`src/rtl/trap_pkg.sv`:
```
// Shared definitions for the M-mode trap controller: CSR addresses, cause
// codes, CSR access modes and the trap-entry FSM state encoding.
package trap_pkg;

   // Machine CSR addresses
   localparam logic [11:0] CSR_MSTATUS  = 12'h300;
   localparam logic [11:0] CSR_MIE      = 12'h304;
   localparam logic [11:0] CSR_MTVEC    = 12'h305;
   localparam logic [11:0] CSR_MSCRATCH = 12'h340;
   localparam logic [11:0] CSR_MEPC     = 12'h341;
   localparam logic [11:0] CSR_MCAUSE   = 12'h342;
   localparam logic [11:0] CSR_MTVAL    = 12'h343;
   localparam logic [11:0] CSR_MIP      = 12'h344;

   // mstatus bit positions that are implemented
   localparam int MSTATUS_MIE_BIT  = 3;
   localparam int MSTATUS_MPIE_BIT = 7;

   // Exception cause codes; interrupt line i reports IRQ_CAUSE_BASE + i
   localparam int CAUSE_ILLEGAL  = 2;
   localparam int CAUSE_LFAULT   = 5;
   localparam int CAUSE_SFAULT   = 7;
   localparam int CAUSE_ECALL_M  = 11;
   localparam int IRQ_CAUSE_BASE = 16;

   // CSR write/set/clear operation codes
   localparam logic [1:0] WSC_NONE  = 2'b00;
   localparam logic [1:0] WSC_WRITE = 2'b01;
   localparam logic [1:0] WSC_SET   = 2'b10;
   localparam logic [1:0] WSC_CLEAR = 2'b11;

   typedef enum logic [1:0] {
      IDLE        = 2'd0,
      SAVE_EPC    = 2'd1,
      SAVE_CAUSE  = 2'd2,
      SAVE_STATUS = 2'd3
   } trap_state_t;

endpackage

```
`src/rtl/trap_csr_file.sv`:
```
// Machine CSR storage for the trap controller. Handles software R/W/S/C
// accesses and the side-port updates driven by trap entry and mret.
// Optional feature macro: VECTORED_MODE_EN (keeps mtvec[1:0] writable and
// reports vectored mode when mtvec[1:0] == 01).
module csr_file
   import trap_pkg::*;
#(
   parameter int               XLEN        = 32,
   parameter int               NUM_IRQ     = 4,
   parameter logic [XLEN-1:0]  MTVEC_RESET = '0
) (
   input  logic               clk,
   input  logic               rst,
   input  logic               csr_we,
   input  logic [1:0]         csr_mode,
   input  logic [11:0]        csr_addr,
   input  logic [XLEN-1:0]    csr_op,
   output logic [XLEN-1:0]    csr_r_data,
   input  logic [NUM_IRQ-1:0] irq_in,
   input  logic               epc_we,
   input  logic [XLEN-1:0]    epc_d,
   input  logic               cause_we,
   input  logic [XLEN-1:0]    cause_d,
   input  logic [XLEN-1:0]    tval_d,
   input  logic               trap_status_we,
   input  logic               mret_we,
   output logic               status_mie,
   output logic [NUM_IRQ-1:0] irq_en,
   output logic [XLEN-1:0]    mtvec_base,
   output logic               mtvec_vec,
   output logic [XLEN-1:0]    mepc_q
);

`ifdef VECTORED_MODE_EN
   localparam logic [1:0] MTVEC_LOW_MASK = 2'b11;
`else
   localparam logic [1:0] MTVEC_LOW_MASK = 2'b00;
`endif
   localparam logic [XLEN-1:0] MTVEC_MASK = {{(XLEN-2){1'b1}}, MTVEC_LOW_MASK};

   logic            mie_b;
   logic            mpie_b;
   logic [XLEN-1:0] mie_q;
   logic [XLEN-1:0] mtvec_q;
   logic [XLEN-1:0] mscratch_q;
   logic [XLEN-1:0] mcause_q;
   logic [XLEN-1:0] mtval_q;
   logic [XLEN-1:0] wdata;

   function automatic logic [XLEN-1:0] apply_wsc(input logic [XLEN-1:0] old_v,
                                                 input logic [XLEN-1:0] op_v,
                                                 input logic [1:0]      mode);
      logic [XLEN-1:0] res;
      case (mode)
         WSC_WRITE: res = op_v;
         WSC_SET:   res = old_v | op_v;
         WSC_CLEAR: res = old_v & ~op_v;
         default:   res = old_v;
      endcase
      return res;
   endfunction

   assign status_mie = mie_b;
   assign irq_en     = mie_q[NUM_IRQ-1:0];
   assign mtvec_base = {mtvec_q[XLEN-1:2], 2'b00};
`ifdef VECTORED_MODE_EN
   assign mtvec_vec  = (mtvec_q[1:0] == 2'b01);
`else
   assign mtvec_vec  = 1'b0;
`endif
   assign wdata      = apply_wsc(csr_r_data, csr_op, csr_mode);

   // Combinational read of the addressed CSR (pre-write value)
   always_comb begin
      csr_r_data = '0;
      case (csr_addr)
         CSR_MSTATUS: begin
            csr_r_data[MSTATUS_MIE_BIT]  = mie_b;
            csr_r_data[MSTATUS_MPIE_BIT] = mpie_b;
         end
         CSR_MIE:      csr_r_data = mie_q;
         CSR_MTVEC:    csr_r_data = mtvec_q;
         CSR_MSCRATCH: csr_r_data = mscratch_q;
         CSR_MEPC:     csr_r_data = mepc_q;
         CSR_MCAUSE:   csr_r_data = mcause_q;
         CSR_MTVAL:    csr_r_data = mtval_q;
         CSR_MIP:      csr_r_data = XLEN'(irq_in);
         default:      csr_r_data = '0;
      endcase
   end

   // CSR state update: trap/mret side ports take precedence over software writes
   always_ff @(posedge clk or posedge rst) begin
      if (rst) begin
         mie_b      <= 1'b0;
         mpie_b     <= 1'b0;
         mie_q      <= '0;
         mtvec_q    <= MTVEC_RESET & MTVEC_MASK;
         mscratch_q <= '0;
         mepc_q     <= '0;
         mcause_q   <= '0;
         mtval_q    <= '0;
      end else begin
         if (trap_status_we) begin
            mpie_b <= mie_b;
            mie_b  <= 1'b0;
         end else if (mret_we) begin
            mie_b  <= mpie_b;
            mpie_b <= 1'b1;
         end else if (csr_we && csr_addr == CSR_MSTATUS) begin
            mie_b  <= wdata[MSTATUS_MIE_BIT];
            mpie_b <= wdata[MSTATUS_MPIE_BIT];
         end

         if (epc_we)
            mepc_q <= {epc_d[XLEN-1:2], 2'b00};
         else if (csr_we && csr_addr == CSR_MEPC)
            mepc_q <= {wdata[XLEN-1:2], 2'b00};

         if (cause_we) begin
            mcause_q <= cause_d;
            mtval_q  <= tval_d;
         end else if (csr_we) begin
            if (csr_addr == CSR_MCAUSE) mcause_q <= wdata;
            if (csr_addr == CSR_MTVAL)  mtval_q  <= wdata;
         end

         if (csr_we) begin
            if (csr_addr == CSR_MIE)      mie_q      <= wdata;
            if (csr_addr == CSR_MTVEC)    mtvec_q    <= wdata & MTVEC_MASK;
            if (csr_addr == CSR_MSCRATCH) mscratch_q <= wdata;
         end
      end
   end

endmodule

```
`src/rtl/trap_unit.sv`:
```
// M-mode trap controller at MEM/WB: prioritises exceptions and maskable
// interrupts, runs the three-step trap-entry sequence, handles mret and
// drives flush/stall/redirect. CSR storage lives in csr_file.
// Optional feature macro: VECTORED_MODE_EN (vectored interrupt targets).
module trap_unit
   import trap_pkg::*;
#(
   parameter int               XLEN        = 32,
   parameter int               NUM_IRQ     = 4,
   parameter logic [XLEN-1:0]  MTVEC_RESET = '0
) (
   input  logic               clk,
   input  logic               rst,
   input  logic               csr_rw_in,
   input  logic [1:0]         csr_wsc_mode_in,
   input  logic               csr_w_imm_mux,
   input  logic [11:0]        csr_rw_addr_in,
   input  logic [XLEN-1:0]    csr_w_data_reg,
   input  logic [4:0]         csr_w_data_imm,
   output logic [XLEN-1:0]    csr_r_data_out,
   input  logic [NUM_IRQ-1:0] irq_in,
   input  logic               illegal_inst,
   input  logic               ecall_m,
   input  logic               l_access_fault,
   input  logic               s_access_fault,
   input  logic [XLEN-1:0]    bad_addr,
   input  logic               mret,
   input  logic [XLEN-1:0]    epc_cur,
   input  logic [XLEN-1:0]    epc_next,
   output logic [XLEN-1:0]    pc_redirect,
   output logic               redirect_mux,
   output logic               reg_FD_flush,
   output logic               reg_DE_flush,
   output logic               reg_EM_flush,
   output logic               reg_MW_flush,
   output logic               RegWrite_cancel,
   output logic               trap_busy
);

   trap_state_t        state_q, state_d;
   logic [XLEN-1:0]    csr_op;
   logic               csr_we, mret_we, epc_we, cause_we, status_we, trap_fire;
   logic               status_mie, mtvec_vec;
   logic [NUM_IRQ-1:0] irq_en, pending;
   logic [XLEN-1:0]    mtvec_base, mepc_q;
   logic               exc_req, exc_fault, irq_req;
   logic [XLEN-1:0]    exc_cause, irq_cause, trap_target;
   logic [XLEN-1:0]    epc_h, cause_h, tval_h;
   logic               irq_h;

   assign csr_op  = csr_w_imm_mux ? XLEN'(csr_w_data_imm) : csr_w_data_reg;
   assign pending = irq_in & irq_en;
   assign exc_req = illegal_inst | ecall_m | l_access_fault | s_access_fault;
   assign irq_req = status_mie & (|pending);

   csr_file #(
      .XLEN        (XLEN),
      .NUM_IRQ     (NUM_IRQ),
      .MTVEC_RESET (MTVEC_RESET)
   ) u_csr_file (
      .clk            (clk),
      .rst            (rst),
      .csr_we         (csr_we),
      .csr_mode       (csr_wsc_mode_in),
      .csr_addr       (csr_rw_addr_in),
      .csr_op         (csr_op),
      .csr_r_data     (csr_r_data_out),
      .irq_in         (irq_in),
      .epc_we         (epc_we),
      .epc_d          (epc_h),
      .cause_we       (cause_we),
      .cause_d        (cause_h),
      .tval_d         (tval_h),
      .trap_status_we (status_we),
      .mret_we        (mret_we),
      .status_mie     (status_mie),
      .irq_en         (irq_en),
      .mtvec_base     (mtvec_base),
      .mtvec_vec      (mtvec_vec),
      .mepc_q         (mepc_q)
   );

   // Exception priority and lowest-index pending interrupt selection
   always_comb begin
      exc_cause = XLEN'(CAUSE_SFAULT);
      exc_fault = 1'b1;
      if (illegal_inst) begin
         exc_cause = XLEN'(CAUSE_ILLEGAL);
         exc_fault = 1'b0;
      end else if (ecall_m) begin
         exc_cause = XLEN'(CAUSE_ECALL_M);
         exc_fault = 1'b0;
      end else if (l_access_fault) begin
         exc_cause = XLEN'(CAUSE_LFAULT);
      end
      irq_cause = '0;
      for (int i = NUM_IRQ - 1; i >= 0; i--) begin
         if (pending[i]) irq_cause = XLEN'(IRQ_CAUSE_BASE + i);
      end
      irq_cause[XLEN-1] = 1'b1;
   end

   // Trap vector: vectored mode offsets interrupts by 4*cause code
   always_comb begin
      trap_target = mtvec_base;
      if (mtvec_vec && irq_h)
         trap_target = mtvec_base + {cause_h[XLEN-3:0], 2'b00};
   end

   // FSM next state and pipeline control outputs
   always_comb begin
      state_d         = state_q;
      pc_redirect     = '0;
      redirect_mux    = 1'b0;
      reg_FD_flush    = 1'b0;
      reg_DE_flush    = 1'b0;
      reg_EM_flush    = 1'b0;
      reg_MW_flush    = 1'b0;
      RegWrite_cancel = 1'b0;
      trap_busy       = 1'b0;
      csr_we          = 1'b0;
      mret_we         = 1'b0;
      epc_we          = 1'b0;
      cause_we        = 1'b0;
      status_we       = 1'b0;
      trap_fire       = 1'b0;
      case (state_q)
         IDLE: begin
            if (exc_req || (!mret && irq_req)) begin
               trap_fire       = 1'b1;
               reg_FD_flush    = 1'b1;
               reg_DE_flush    = 1'b1;
               reg_EM_flush    = 1'b1;
               reg_MW_flush    = 1'b1;
               RegWrite_cancel = exc_req;
               state_d         = SAVE_EPC;
            end else if (mret) begin
               mret_we      = 1'b1;
               redirect_mux = 1'b1;
               pc_redirect  = mepc_q;
               reg_FD_flush = 1'b1;
               reg_DE_flush = 1'b1;
               reg_EM_flush = 1'b1;
            end else begin
               csr_we = csr_rw_in && (csr_wsc_mode_in != WSC_NONE);
            end
         end
         SAVE_EPC: begin
            trap_busy = 1'b1;
            epc_we    = 1'b1;
            state_d   = SAVE_CAUSE;
         end
         SAVE_CAUSE: begin
            trap_busy = 1'b1;
            cause_we  = 1'b1;
            state_d   = SAVE_STATUS;
         end
         SAVE_STATUS: begin
            trap_busy    = 1'b1;
            status_we    = 1'b1;
            redirect_mux = 1'b1;
            pc_redirect  = trap_target;
            state_d      = IDLE;
         end
         default: state_d = IDLE;
      endcase
   end

   // FSM state register
   always_ff @(posedge clk or posedge rst) begin
      if (rst) state_q <= IDLE;
      else     state_q <= state_d;
   end

   // Capture trap context at the detect edge; inputs are ignored while busy
   always_ff @(posedge clk or posedge rst) begin
      if (rst) begin
         epc_h   <= '0;
         cause_h <= '0;
         tval_h  <= '0;
         irq_h   <= 1'b0;
      end else if (trap_fire) begin
         epc_h   <= exc_req ? epc_cur : epc_next;
         cause_h <= exc_req ? exc_cause : irq_cause;
         tval_h  <= (exc_req && exc_fault) ? bad_addr : '0;
         irq_h   <= !exc_req;
      end
   end

endmodule

```
`config.mk`:
```
export PLATFORM = sky130hd
export DESIGN_NAME = trap_unit
export DESIGN_NICKNAME = d
export VERILOG_FILES = /design/src/rtl/trap_pkg.sv /design/src/rtl/trap_csr_file.sv /design/src/rtl/trap_unit.sv
export SDC_FILE = /design/constraint.sdc
export NUM_CORES = 1
export LEC_CHECK = 0
export BUFFER_PORTS_ARGS = -buffer_cell sky130_fd_sc_hd__clkbuf_2
export CORE_ASPECT_RATIO = 1.75
export CORE_MARGIN = 1
export CORE_UTILIZATION = 36
export CTS_CLUSTER_DIAMETER = 60
export CTS_CLUSTER_SIZE = 14
export DETAILED_ROUTE_END_ITERATION = 6
export GPL_TIMING_DRIVEN = 1
export PLACE_DENSITY = 0.63
export SYNTH_ARGS = -nofsm -noshare
export SYNTH_HDL_FRONTEND = slang
export SYNTH_SLANG_ARGS = --single-unit
```
`constraint.sdc`:
```
create_clock -name clk -period 14.1 [get_ports clk]
set_clock_uncertainty 0.1 [all_clocks]
set_input_delay 2.115 -clock clk [delete_from_list [all_inputs] [get_ports clk]]
set_output_delay 2.115 -clock clk [all_outputs]
set_load 0.02 [all_outputs]
```
==> impl_metrics.tcl, run 1 <==
set metrics [dict create \
    min_path_cells 2 \
    synth-compound-area-share 0.2465 \
    place_hpwl_mm 34.65 \
    synthesis.area_per_instance_um2 9.479 \
    path_max_fanout 39 \
    floorplan.die.height_um 259.8 \
    routabilityCongestion 0.9138 \
    n_fill_cell 3705 \
    slew_violations 0 \
    synth-edff-count 0 \
    synthXorXnorAreaFrac 0.001922 \
    cap_viol_max_count 0 \
    criticalPathCategory "primary input to output pin" \
    cts_setup_buffers 0 \
    drt_iter0_drc 955 \
    cp-end-kind "output pin" \
    antenna_left 0 \
    cts_resized 0 \
    power.ir.vdd_worst_uv 164.5 \
    initial_utilization 0.3643 \
    num_vias 12340 \
    floorplan.die_area_mm2 0.03878 \
    top_level_ports 231 \
    rr_worst_depth 6 \
    post_synth_inst_count 1442 \
    hold_buffers 0 \
    die_width_um 149.3 \
    final_hold_viols 0 \
    drt_first_pass_iters 7 \
    route.detailed.vias_per_inst 5.960 \
    finish.instance_area_mm2 0.01573 \
    num_clock_sinks 260 \
    tritoncts "yes" \
    muxShareOfSynthArea 0.09118 \
    required_time_reported_for_the_critical_path_endpoint_ns 11.89 \
    syn_area_mm2 0.01367 \
    maxClockFrequency_mhz 142.3 \
    portBuffers 224 \
    synth.yosys.seq_area_share 0.4760 \
    regToRegSetupSlack_ns 10.73 \
    final.hold.worst_slack_ns 0.3764 \
    synth_top_family_by_area "compound AO/OA/AOI/OAI gates" \
    synth_warnings 0 \
    number_of_different_library_cells_in_the_post_synthesis_netlist 66 \
    layout-drive-gt1-share 0.2031 \
    static-leakage-power_nw 7.211 \
    clock_latency_on_the_worst_skew_pair_ns 0.53 \
    cts_buffer_depth 3 \
    postSynthRegisterBits 260 \
    final.period_utilization 0.4984 \
    tritoncts_buffer_count 22 \
    diodes 0 \
    post-route-min-period_ns 7.028 \
    worst-endpoint-arrival_ns 4.81 \
    tns_ns 0 \
    grt_pass1_vias 12070 \
    ctsRootBufferMaster "sky130_fd_sc_hd__clkbuf_16" \
    pwr_density_cell_mw_per_mm2 149.8 \
    placed_area_mm2 0.01511 \
    num_rows 94 \
    htree_levels 1 \
    overflow 0 \
    status "complete, no violations" \
    grt_start_max_net_pins 96 \
    hold_path.class "register to register" \
    setup_viol 0 \
    cts.clk_slew.worst_paths_ns 0.07 \
    synthSimpleGateAreaFrac 0.1394 \
    synth-adder-area-share 0.004577 \
    total_routing_usage_gr 0.2490 \
    slew_headroom 0.2109 \
    finalNetCount 1754 \
    drt-wirelength-per-cell_um 23.29 \
    postRouteWirelength_mm 48.20 \
    antenna_found_initial 0 \
    grt_setup_unrepaired "no" \
    core_area_mm2 0.03752 \
    tightestPinTransition_ns 1.184 \
    synth-async-reset-ratio 1.000 \
    synthFlopType "sky130_fd_sc_hd__dfrtp_1" \
    grt_pass1_wl_mm 72.48 \
    cp-start-kind "primary input" \
    area_growth_pct 15.08 \
    drc 0 \
]
worst max-delay path, cell delays in order:
cell and delay (ns):
sky130_fd_sc_hd__clkbuf_2 0.63, sky130_fd_sc_hd__nor2b_2 0.94, sky130_fd_sc_hd__a22oi_1 0.18, sky130_fd_sc_hd__o32a_1 0.38, sky130_fd_sc_hd__o21ai_0 0.30, sky130_fd_sc_hd__clkbuf_2 0.24
per-layer routing:
metal / vias to the layer above / global-route usage / wire (um)
met3: 142 / 0.01947 / 2726
met1: 6051 / 0.2758 / 17020
met5: - / 0 / 0
met2: 536 / 0.4342 / 24220
li1: 5608 / - / -
met4: 0 / 0.2010 / 4233
report_power, final:
part / switching [W] / internal, W
clock: 0.000271 / 0.000311
sequential: 0.000161 / 0.000935
combinational: 0.000431 / 0.000247
total: 0.000863 / 0.00149
cell usage in the layout (no fill, tap or decap), types with 20 or more instances in the layout:
cell                        count
sky130_fd_sc_hd__a22oi_1       59
sky130_fd_sc_hd__dfrtp_1      260
sky130_fd_sc_hd__o21ai_0      128
sky130_fd_sc_hd__o21ai_1       20
sky130_fd_sc_hd__a21oi_1       88
sky130_fd_sc_hd__nand3_1       36
sky130_fd_sc_hd__o22ai_1       39
sky130_fd_sc_hd__clkbuf_16     23
sky130_fd_sc_hd__nand3b_1      33
sky130_fd_sc_hd__nor2_1        92
sky130_fd_sc_hd__clkbuf_2     223
sky130_fd_sc_hd__nand2_1      172
sky130_fd_sc_hd__mux2i_1       93
sky130_fd_sc_hd__mux2_2        28
sky130_fd_sc_hd__buf_4         22
sky130_fd_sc_hd__a22o_1        73
cell families after synthesis:
logic type                 after synthesis
AOI/OAI and AO/OA                      515
xor gates and xnor gates                 3
adders and majority gates                5
buffers and inverters                  136
DFF                                    260
muxes                                  121
other                                    1
and+or+nand+nor                        401
per-stage QoR:
stage,total power [W],cells,util,setup WS (ns)
finish,0.002356,2070,0.4192,7.072
floorplan,0.001523,1443,-,4.730
detailed placement,0.001786,2045,0.4027,7.151
global placement,0.001764,2045,0.4027,7.168
global route,0.002481,2070,0.4192,6.971
CTS,0.002372,2070,0.4192,7.155
cell usage after synthesis, types with 5 or more instances:
master | n | share of area
sky130_fd_sc_hd__a22oi_1 | 59 | 0.032
sky130_fd_sc_hd__a22o_1 | 73 | 0.047
sky130_fd_sc_hd__a31oi_1 | 18 | 0.0082
sky130_fd_sc_hd__a21oi_1 | 89 | 0.033
sky130_fd_sc_hd__and3_1 | 5 | 0.0023
sky130_fd_sc_hd__buf_1 | 9 | 0.0025
sky130_fd_sc_hd__o21ai_1 | 20 | 0.0073
sky130_fd_sc_hd__nand2_1 | 173 | 0.048
sky130_fd_sc_hd__nand2b_1 | 6 | 0.0027
sky130_fd_sc_hd__nor3_1 | 18 | 0.0066
sky130_fd_sc_hd__clkbuf_1 | 92 | 0.025
sky130_fd_sc_hd__mux2_2 | 28 | 0.023
sky130_fd_sc_hd__nor2b_1 | 7 | 0.0032
sky130_fd_sc_hd__a21o_1 | 18 | 0.0099
sky130_fd_sc_hd__mux2i_1 | 93 | 0.068
sky130_fd_sc_hd__o22ai_1 | 39 | 0.018
sky130_fd_sc_hd__dfrtp_1 | 260 | 0.48
sky130_fd_sc_hd__nand3_1 | 36 | 0.013
sky130_fd_sc_hd__o22a_1 | 11 | 0.0070
sky130_fd_sc_hd__ha_1 | 5 | 0.0046
sky130_fd_sc_hd__buf_2 | 18 | 0.0066
sky130_fd_sc_hd__nor2_1 | 92 | 0.025
sky130_fd_sc_hd__a211oi_1 | 15 | 0.0082
sky130_fd_sc_hd__o21ai_0 | 128 | 0.047
sky130_fd_sc_hd__o221ai_1 | 15 | 0.0096
sky130_fd_sc_hd__inv_1 | 10 | 0.0027
sky130_fd_sc_hd__nand3b_1 | 33 | 0.018
state kept, by name (all words and copies together) (netlist names):
| name | cells |
|---|---|
| tval_h | 32 |
| u_csr_file.mcause_q | 32 |
| u_csr_file.mie_q | 32 |
| u_csr_file.mscratch_q | 32 |
| u_csr_file.mtval_q | 32 |
| epc_h | 30 |
| u_csr_file.mepc_q | 30 |
| u_csr_file.mtvec_q | 30 |
| cause_h | 6 |
| state_q | 2 |
| u_csr_file.mpie_b | 1 |
| u_csr_file.status_mie | 1 |
path summary, 6_finish.rpt:
check                                                startpoint                                   end
setup / recovery                              csr_rw_addr_in[6]                    csr_r_data_out[31]
hold / removal             u_csr_file.mscratch_q[2]$_DFFE_PP0P_  u_csr_file.mscratch_q[2]$_DFFE_PP0P_
setup reg to reg                         state_q[1]$_DFFE_PP0P_    u_csr_file.mtval_q[20]$_DFFE_PP0P_
hold reg to reg            u_csr_file.mscratch_q[2]$_DFFE_PP0P_  u_csr_file.mscratch_q[2]$_DFFE_PP0P_
max in group asynchronous                                   rst     u_csr_file.mepc_q[31]$_DFFE_PP0P_
min in group asynchronous                                   rst                 tval_h[3]$_DFFE_PP0P_
layout make-up:
class,count,area [um2],share of cell area
Multi-Input combinational cell,1047,6665,0.4238
Sequential cell,260,6506,0.4137
Timing Repair Buffer,245,1281,0.08146
Tap cell,480,600.6,0.03818
Clock buffer,24,589.3,0.03747
Inverter,13,56.30,0.003580
Clock inverter,1,30.03,0.001909
Note: power is estimated with default switching activity, not from simulation.
==> run 2, diff against run 1 <==
--- a/config.mk
+++ b/config.mk
@@ -5,6 +5,7 @@
 export SDC_FILE = /design/constraint.sdc
 export NUM_CORES = 1
 export LEC_CHECK = 0
+export ABC_AREA = 1
 export BUFFER_PORTS_ARGS = -buffer_cell sky130_fd_sc_hd__clkbuf_2
 export CORE_ASPECT_RATIO = 1.75
 export CORE_MARGIN = 1
@@ -13,7 +14,7 @@
 export CTS_CLUSTER_SIZE = 14
 export DETAILED_ROUTE_END_ITERATION = 6
 export GPL_TIMING_DRIVEN = 1
-export PLACE_DENSITY = 0.63
+export PLACE_DENSITY = 0.65
 export SYNTH_ARGS = -nofsm -noshare
 export SYNTH_HDL_FRONTEND = slang
 export SYNTH_SLANG_ARGS = --single-unit
==> constraint.sdc (replaced) <==
create_clock -name clk -period 6.3 [get_ports clk]
set_clock_uncertainty 0.1 [all_clocks]
set_input_delay 0.945 -clock clk [delete_from_list [all_inputs] [get_ports clk]]
set_output_delay 0.945 -clock clk [all_outputs]
set_load 0.02 [all_outputs]
==> impl_metrics.tcl, run 2 <==
set metrics [dict create \
    grt_start_max_net_pins 184 \
    postSynthRegisterBits 260 \
    initial_utilization 0.3679 \
    cts_buffer_depth 3 \
    cp-start-kind "primary input" \
    tns_ns 0 \
    critical-path-max-stage-delay_ns 0.65 \
    grt_pass1_vias 14510 \
    floorplan.die_area_mm2 0.04110 \
    yosys.area.top_type "sky130_fd_sc_hd__dfrtp_1" \
    status "complete, no violations" \
    grt_setup_unrepaired "no" \
    slew_violations 0 \
    required_time_reported_for_the_critical_path_endpoint_ns 5.25 \
    p_clk_frac 0.247 \
    comb_power_share 0.309 \
    buffers_inverters_on_critical_path 3 \
    setup_viol 0 \
    layout.cells.most_common_list "sky130_fd_sc_hd__nand2_1 (626), sky130_fd_sc_hd__nand3_1 (320), sky130_fd_sc_hd__dfrtp_1 (260)" \
    tritoncts_buffer_count 22 \
    core_area_mm2 0.03940 \
    cpMaxStageDelayCell "sky130_fd_sc_hd__nand2_2" \
    switching_share 0.3882 \
    final.period_utilization 0.6872 \
    num_rows 96 \
    route.detailed.vias_per_inst 5.420 \
    yosysMostFrequentCell "sky130_fd_sc_hd__nand2_1" \
    drt_first_pass_iters 7 \
    routabilityCongestion 0.9011 \
    overflow 0 \
    htree_levels 1 \
    floorplan.die.height_um 267.4 \
    worst-endpoint-arrival_ns 3.28 \
    cts_setup_buffers 0 \
    top_level_ports 231 \
    met2_usage 0.4453 \
    final.hold.worst_slack_ns 0.3858 \
    cp_cell_sequence "clkbuf_2 -> nor2_1 -> inv_1 -> nor2_2 -> nand2_2 -> nor2_1 -> nand3b_1 -> clkbuf_2" \
    criticalPathCategory "primary input to output pin" \
    syn_area_mm2 0.01449 \
    number_of_different_library_cells_in_the_post_synthesis_netlist 35 \
    worstSetupPathDepth 8 \
    area_growth_pct 14.13 \
    met1_usage_grt 0.3062 \
    antenna_found_initial 2 \
    placedCellCount 2675 \
    synth_warnings 0 \
    total_routing_usage_gr 0.2565 \
    final_hold_viols 0 \
    post_synth_inst_count 2065 \
    power.ir.vdd_worst_uv 301.4 \
    cts_resized 0 \
    place_hpwl_mm 36.08 \
    drc 0 \
    grt_pass1_wl_mm 81.30 \
    layout-drive-gt1-share 0.1420 \
    synthesis.area_per_instance_um2 7.019 \
    synth-edff-count 0 \
    rr_worst_depth 12 \
    slew_headroom 0.2045 \
    cts.clk_slew.worst_paths_ns 0.07 \
    synth.cells.most_frequent "sky130_fd_sc_hd__nand2_1 (626), sky130_fd_sc_hd__nand3_1 (320), sky130_fd_sc_hd__dfrtp_1 (260)" \
    post-route-min-period_ns 4.330 \
    tightestPinTransition_ns 1.192 \
    path_delay_family "simple AND/OR/NAND/NOR gates" \
    portBuffers 224 \
    yosys-top-cells-area "sky130_fd_sc_hd__dfrtp_1 (45%), sky130_fd_sc_hd__nand2_1 (16%), sky130_fd_sc_hd__nand3_1 (11%), sky130_fd_sc_hd__nor2_1 (6.5%), sky130_fd_sc_hd__a31oi_1 (4.3%)" \
    maxClockFrequency_mhz 231.0 \
    synth.yosys.seq_area_share 0.4489 \
    clock_latency_on_the_worst_skew_pair_ns 0.53 \
    synth_top_cell_area_share 0.4489 \
    hold_buffers 0 \
    routing_usage_on_met3 0.03252 \
    power.share.sequential 0.444 \
    cp-end-kind "output pin" \
    layoutNonFillerInstCount 2703 \
    layout_commonest_cell "sky130_fd_sc_hd__nand2_1" \
    min_path_cells 2 \
    postRouteWirelength_mm 52.16 \
    pwr_density_cell_mw_per_mm2 320.7 \
    synthFlopType "sky130_fd_sc_hd__dfrtp_1" \
    antenna_left 0 \
    num_vias 14650 \
    drt_iter0_drc 1273 \
    num_clock_sinks 260 \
    cap_viol_max_count 0 \
    drt-wirelength-per-cell_um 19.30 \
    synth-async-reset-ratio 1.000 \
    path_max_fanout 23 \
    power_report.internal_total_w 0.003245 \
    grt_most_used_layer "met2" \
    tritoncts "yes" \
    netSwitchingPower_w 0.002059 \
    finalNetCount 2374 \
    ctsRootBufferMaster "sky130_fd_sc_hd__clkbuf_16" \
    post-route-util 0.4199 \
    hold_path.class "register to register" \
    die_width_um 153.7 \
    static-leakage-power_nw 9.111 \
]
==> run 2: changes by cell type after synthesis, moves of 28 or more <==
| cell | previous run | this run |
|---|---|---|
| sky130_fd_sc_hd__a22o_1 | 73 | 0 |
| sky130_fd_sc_hd__a22oi_1 | 59 | 2 |
| sky130_fd_sc_hd__a31oi_1 | 18 | 100 |
| sky130_fd_sc_hd__buf_2 | 18 | 55 |
| sky130_fd_sc_hd__inv_1 | 10 | 142 |
| sky130_fd_sc_hd__mux2_2 | 28 | 0 |
| sky130_fd_sc_hd__mux2i_1 | 93 | 0 |
| sky130_fd_sc_hd__nand2_1 | 173 | 626 |
| sky130_fd_sc_hd__nand3_1 | 36 | 320 |
| sky130_fd_sc_hd__nor2_1 | 92 | 252 |
| sky130_fd_sc_hd__o21ai_0 | 128 | 82 |
| sky130_fd_sc_hd__o22ai_1 | 39 | 0 |
==> run 2: worst paths after layout <==
check / start / end / slack, ns
min in group asynchronous: rst / u_csr_file.mscratch_q[12]$_DFFE_PP0P_ / 0.46
max: csr_rw_addr_in[3] / csr_r_data_out[5] / 1.97
max in group asynchronous: rst / state_q[1]$_DFFE_PP0P_ / 4.12
min reg2reg: u_csr_file.mcause_q[25]$_DFFE_PP0P_ / u_csr_file.mcause_q[25]$_DFFE_PP0P_ / 0.39
min: u_csr_file.mcause_q[25]$_DFFE_PP0P_ / u_csr_file.mcause_q[25]$_DFFE_PP0P_ / 0.39
max reg2reg: u_csr_file.mie_q[2]$_DFFE_PP0P_ / u_csr_file.mepc_q[8]$_DFFE_PP0P_ / 3.24
==> run 2: worst reg2reg max path, stage by stage, from the launching register on <==
cell	delay, ns
sky130_fd_sc_hd__dfrtp_1	0.39
sky130_fd_sc_hd__nand2_1	0.13
sky130_fd_sc_hd__nand2_1	0.10
sky130_fd_sc_hd__nor2_1	0.14
sky130_fd_sc_hd__nor2_1	0.07
sky130_fd_sc_hd__nor2_2	0.15
sky130_fd_sc_hd__nand3_4	0.20
sky130_fd_sc_hd__nand2b_1	0.20
sky130_fd_sc_hd__buf_4	0.28
sky130_fd_sc_hd__nor2_2	0.65
sky130_fd_sc_hd__buf_4	0.40
sky130_fd_sc_hd__nand2_1	0.11
sky130_fd_sc_hd__nand3_1	0.07
==> run 2: power by group through the flow <==
stage	clock (W)	sequential, W	combinational, W
2_1_floorplan	0	0.00228	0.00112
3_3_place_gp	0	0.00236	0.00161
3_5_place_dp	0	0.00239	0.00164
4_1_cts	0.00133	0.00235	0.00164
5_1_grt	0.00138	0.00241	0.00181
6_report	0.00131	0.00236	0.00164
==> run 2: per-stage QoR <==
step	worst slack [ns]	power, W	cell area, um2
CTS	2.087	0.005326	16540
global route	1.935	0.005608	16540
floorplan	1.827	0.003401	14500
global placement	2.104	0.003970	15920
finish	1.970	0.005305	16540
detailed placement	2.075	0.004024	15920
==> run 2: layer usage <==
metal	vias to the layer above	routed length, um
li1	6982	-
met1	6827	20050
met2	697	25410
met3	141	4001
met4	2	2692
met5	-	14
==> run 2: final cells by class <==
type | count | area (um2)
sequential | 260 | 6506
tap | 490 | 613.1
timing repair buffer | 258 | 1401
clock buffer | 25 | 583.1
inverter | 146 | 551.8
multi-input combinational | 1521 | 6852
antenna | 2 | 5.005
fill | 4205 | 22860
clock inverter | 1 | 30.03
==> run 2: kinds of logic (layout without fill, tap and decap cells) <==
logic type / count (synthesis) / in the layout / share of synthesized area
compound gates: 272 / 272 / 0.1039
xor+xnor: 1 / 1 / 0.0006044
fa+ha+maj: 5 / 5 / 0.004316
buf+inv: 285 / 430 / 0.08192
flops: 260 / 260 / 0.4489
other cells: 1 / 4 / 0.0002587
simple gates: 1241 / 1241 / 0.3601
==> run 3, diff against run 2 <==
--- a/config.mk
+++ b/config.mk
@@ -14,7 +14,7 @@
 export CTS_CLUSTER_SIZE = 14
 export DETAILED_ROUTE_END_ITERATION = 6
 export GPL_TIMING_DRIVEN = 1
-export PLACE_DENSITY = 0.65
+export PLACE_DENSITY = 0.63
 export SYNTH_ARGS = -nofsm -noshare
 export SYNTH_HDL_FRONTEND = slang
 export SYNTH_SLANG_ARGS = --single-unit
==> constraint.sdc (replaced) <==
create_clock -name clk -period 4.14 [get_ports clk]
set_clock_uncertainty 0.1 [all_clocks]
set_input_delay 0.621 -clock clk [delete_from_list [all_inputs] [get_ports clk]]
set_output_delay 0.621 -clock clk [all_outputs]
set_load 0.02 [all_outputs]
==> impl_metrics.tcl, run 3 (same netlist as run 2, synthesis figures left out) <==
set metrics [dict create \
    status "complete, no violations" \
    finish.instance_area_mm2 0.01663 \
    post-route-min-period_ns 3.639 \
    crit_top_cell "sky130_fd_sc_hd__inv_1" \
    met1_usage_grt 0.3243 \
    antenna_left 0 \
    hold_end "tval_h[29]$_DFFE_PP0P_" \
    num_rows 96 \
    required_time_reported_for_the_critical_path_endpoint_ns 3.42 \
    grt_start_max_net_pins 111 \
    area_growth_pct 14.76 \
    final.period_utilization 0.8791 \
    tritoncts_buffer_count 22 \
    slew_headroom 0.2130 \
    routabilityCongestion 0.9102 \
    path_max_fanout 32 \
    grt_pass1_wl_mm 84.28 \
    num_vias 14740 \
    hold_buffers 1 \
    finalNetCount 2387 \
    route.detailed.vias_per_inst 5.435 \
    routing_usage_on_met3 0.02929 \
    diodes 0 \
    cts.clk_slew.worst_paths_ns 0.07 \
    antenna_found_initial 0 \
    worst-endpoint-arrival_ns 2.92 \
    cp-start-kind "register" \
    floorplan.die_area_mm2 0.04110 \
    slew_violations 0 \
    total_routing_usage_gr 0.2684 \
    criticalPathCategory "register to output pin" \
    tns_ns 0 \
    htree_levels 1 \
    regToRegSetupSlack_ns 1.20 \
    overflow 0 \
    drt-wirelength-per-cell_um 20.10 \
    layout.cells.most_common_list "sky130_fd_sc_hd__nand2_1 (626), sky130_fd_sc_hd__nand3_1 (320), sky130_fd_sc_hd__dfrtp_1 (260)" \
    cts_buffer_depth 3 \
    die_width_um 153.7 \
    tightestPinTransition_ns 1.179 \
    top_level_ports 231 \
    cap_viol_max_count 0 \
    grt_pass1_vias 14450 \
    num_clock_sinks 260 \
    cts_setup_buffers 0 \
    pwr_density_cell_mw_per_mm2 484.9 \
    placed_area_mm2 0.01604 \
    post-route-util 0.4222 \
    layout-drive-gt1-share 0.1467 \
    critical-path-max-stage-delay_ns 0.46 \
    final.hold.worst_slack_ns 0.2151 \
    drc 0 \
    postRouteWirelength_mm 54.51 \
    min_path_cells 3 \
    worstReg2RegStart "state_q[0]$_DFFE_PP0P_" \
    floorplan.die.height_um 267.4 \
    grt_setup_unrepaired "no" \
    placedCellCount 2687 \
    met2_usage 0.4609 \
    power.ir.vdd_worst_uv 315.2 \
    grt_most_used_layer "met2" \
    layoutNonFillerInstCount 2712 \
    final_hold_viols 0 \
    layout_commonest_cell "sky130_fd_sc_hd__nand2_1" \
    tritoncts "yes" \
    cpMaxStageDelayCell "sky130_fd_sc_hd__buf_4" \
    hp-start "bad_addr[29]" \
    cp_cell_sequence "inv_1 -> ha_1 -> inv_1 -> nor3_2 -> buf_4 -> nand2_1 -> a21oi_1 -> clkbuf_2" \
    hold_path.class "primary input to register" \
    initial_utilization 0.3679 \
    drt_iter0_drc 1202 \
    setup_viol 0 \
    place_hpwl_mm 37.04 \
    cts_resized 0 \
    core_area_mm2 0.03940 \
    cp-end-kind "output pin" \
    reg2reg_to "tval_h[19]$_DFFE_PP0P_" \
    maxClockFrequency_mhz 274.8 \
    static-leakage-power_nw 9.170 \
    clock_latency_on_the_worst_skew_pair_ns 0.54 \
    ctsRootBufferMaster "sky130_fd_sc_hd__clkbuf_16" \
    drt_first_pass_iters 6 \
    portBuffers 224 \
    rr_worst_depth 8 \
]
[run 3: worst max-delay path, delay by kind of cell (launching register included)]
kind / cells / cell delay (ns)
buffers and inverters: 4 / 0.97
flip-flops: 1 / 0.40
AO/OA/AOI/OAI: 1 / 0.38
adder cells (fa/ha/maj): 1 / 0.36
AND/OR/NAND/NOR: 2 / 0.25
[run 3: cell type report]
class                      instances  area [um2]
multi-input combinational       1521        6852
sequential                       260        6506
clock buffer                      23       575.6
tap                              490       613.1
inverter                         146       551.8
clock inverter                     1       8.758
fill                            4211       22760
timing repair buffer             271        1526
[run 3: how the worst max path moves through the flow]
stage                           start                                    end  slack, ns  cells after the start
3_5_place_dp        csr_rw_addr_in[3]                     csr_r_data_out[12]       0.93                     10
5_1_grt        state_q[0]$_DFFE_PP0P_                         pc_redirect[3]       0.37                      8
2_1_floorplan                     rst                 cause_h[0]$_DFFE_PP0P_     -0.009                      1
4_1_cts        state_q[0]$_DFFE_PP0P_                         pc_redirect[3]       0.52                      8
3_3_place_gp           l_access_fault  u_csr_file.mscratch_q[10]$_DFFE_PP0P_       0.94                      9
6_report       state_q[0]$_DFFE_PP0P_                         pc_redirect[4]       0.50                      8
[run 3: power breakdown]
part	internal (W)	switching, W	total [W]
Sequential	0.00317	0.000392	0.00356
Clock	0.000981	0.000944	0.00193
Combinational	0.000737	0.00184	0.00258
[run 3: per-layer routing]
layer	wire, um	up-vias	part of all wire
li1	-	6994	-
met3	3651	149	0.067
met2	26410	650	0.48
met5	0	-	0
met1	21300	6948	0.39
met4	3142	0	0.058
[run 3: per-stage QoR]
stage	total power, W	worst slack [ns]
floorplan	0.005176	-0.008570
global placement	0.006107	0.9357
detailed placement	0.006181	0.9324
CTS	0.008109	0.5154
global route	0.008552	0.3673
finish	0.008065	0.5006
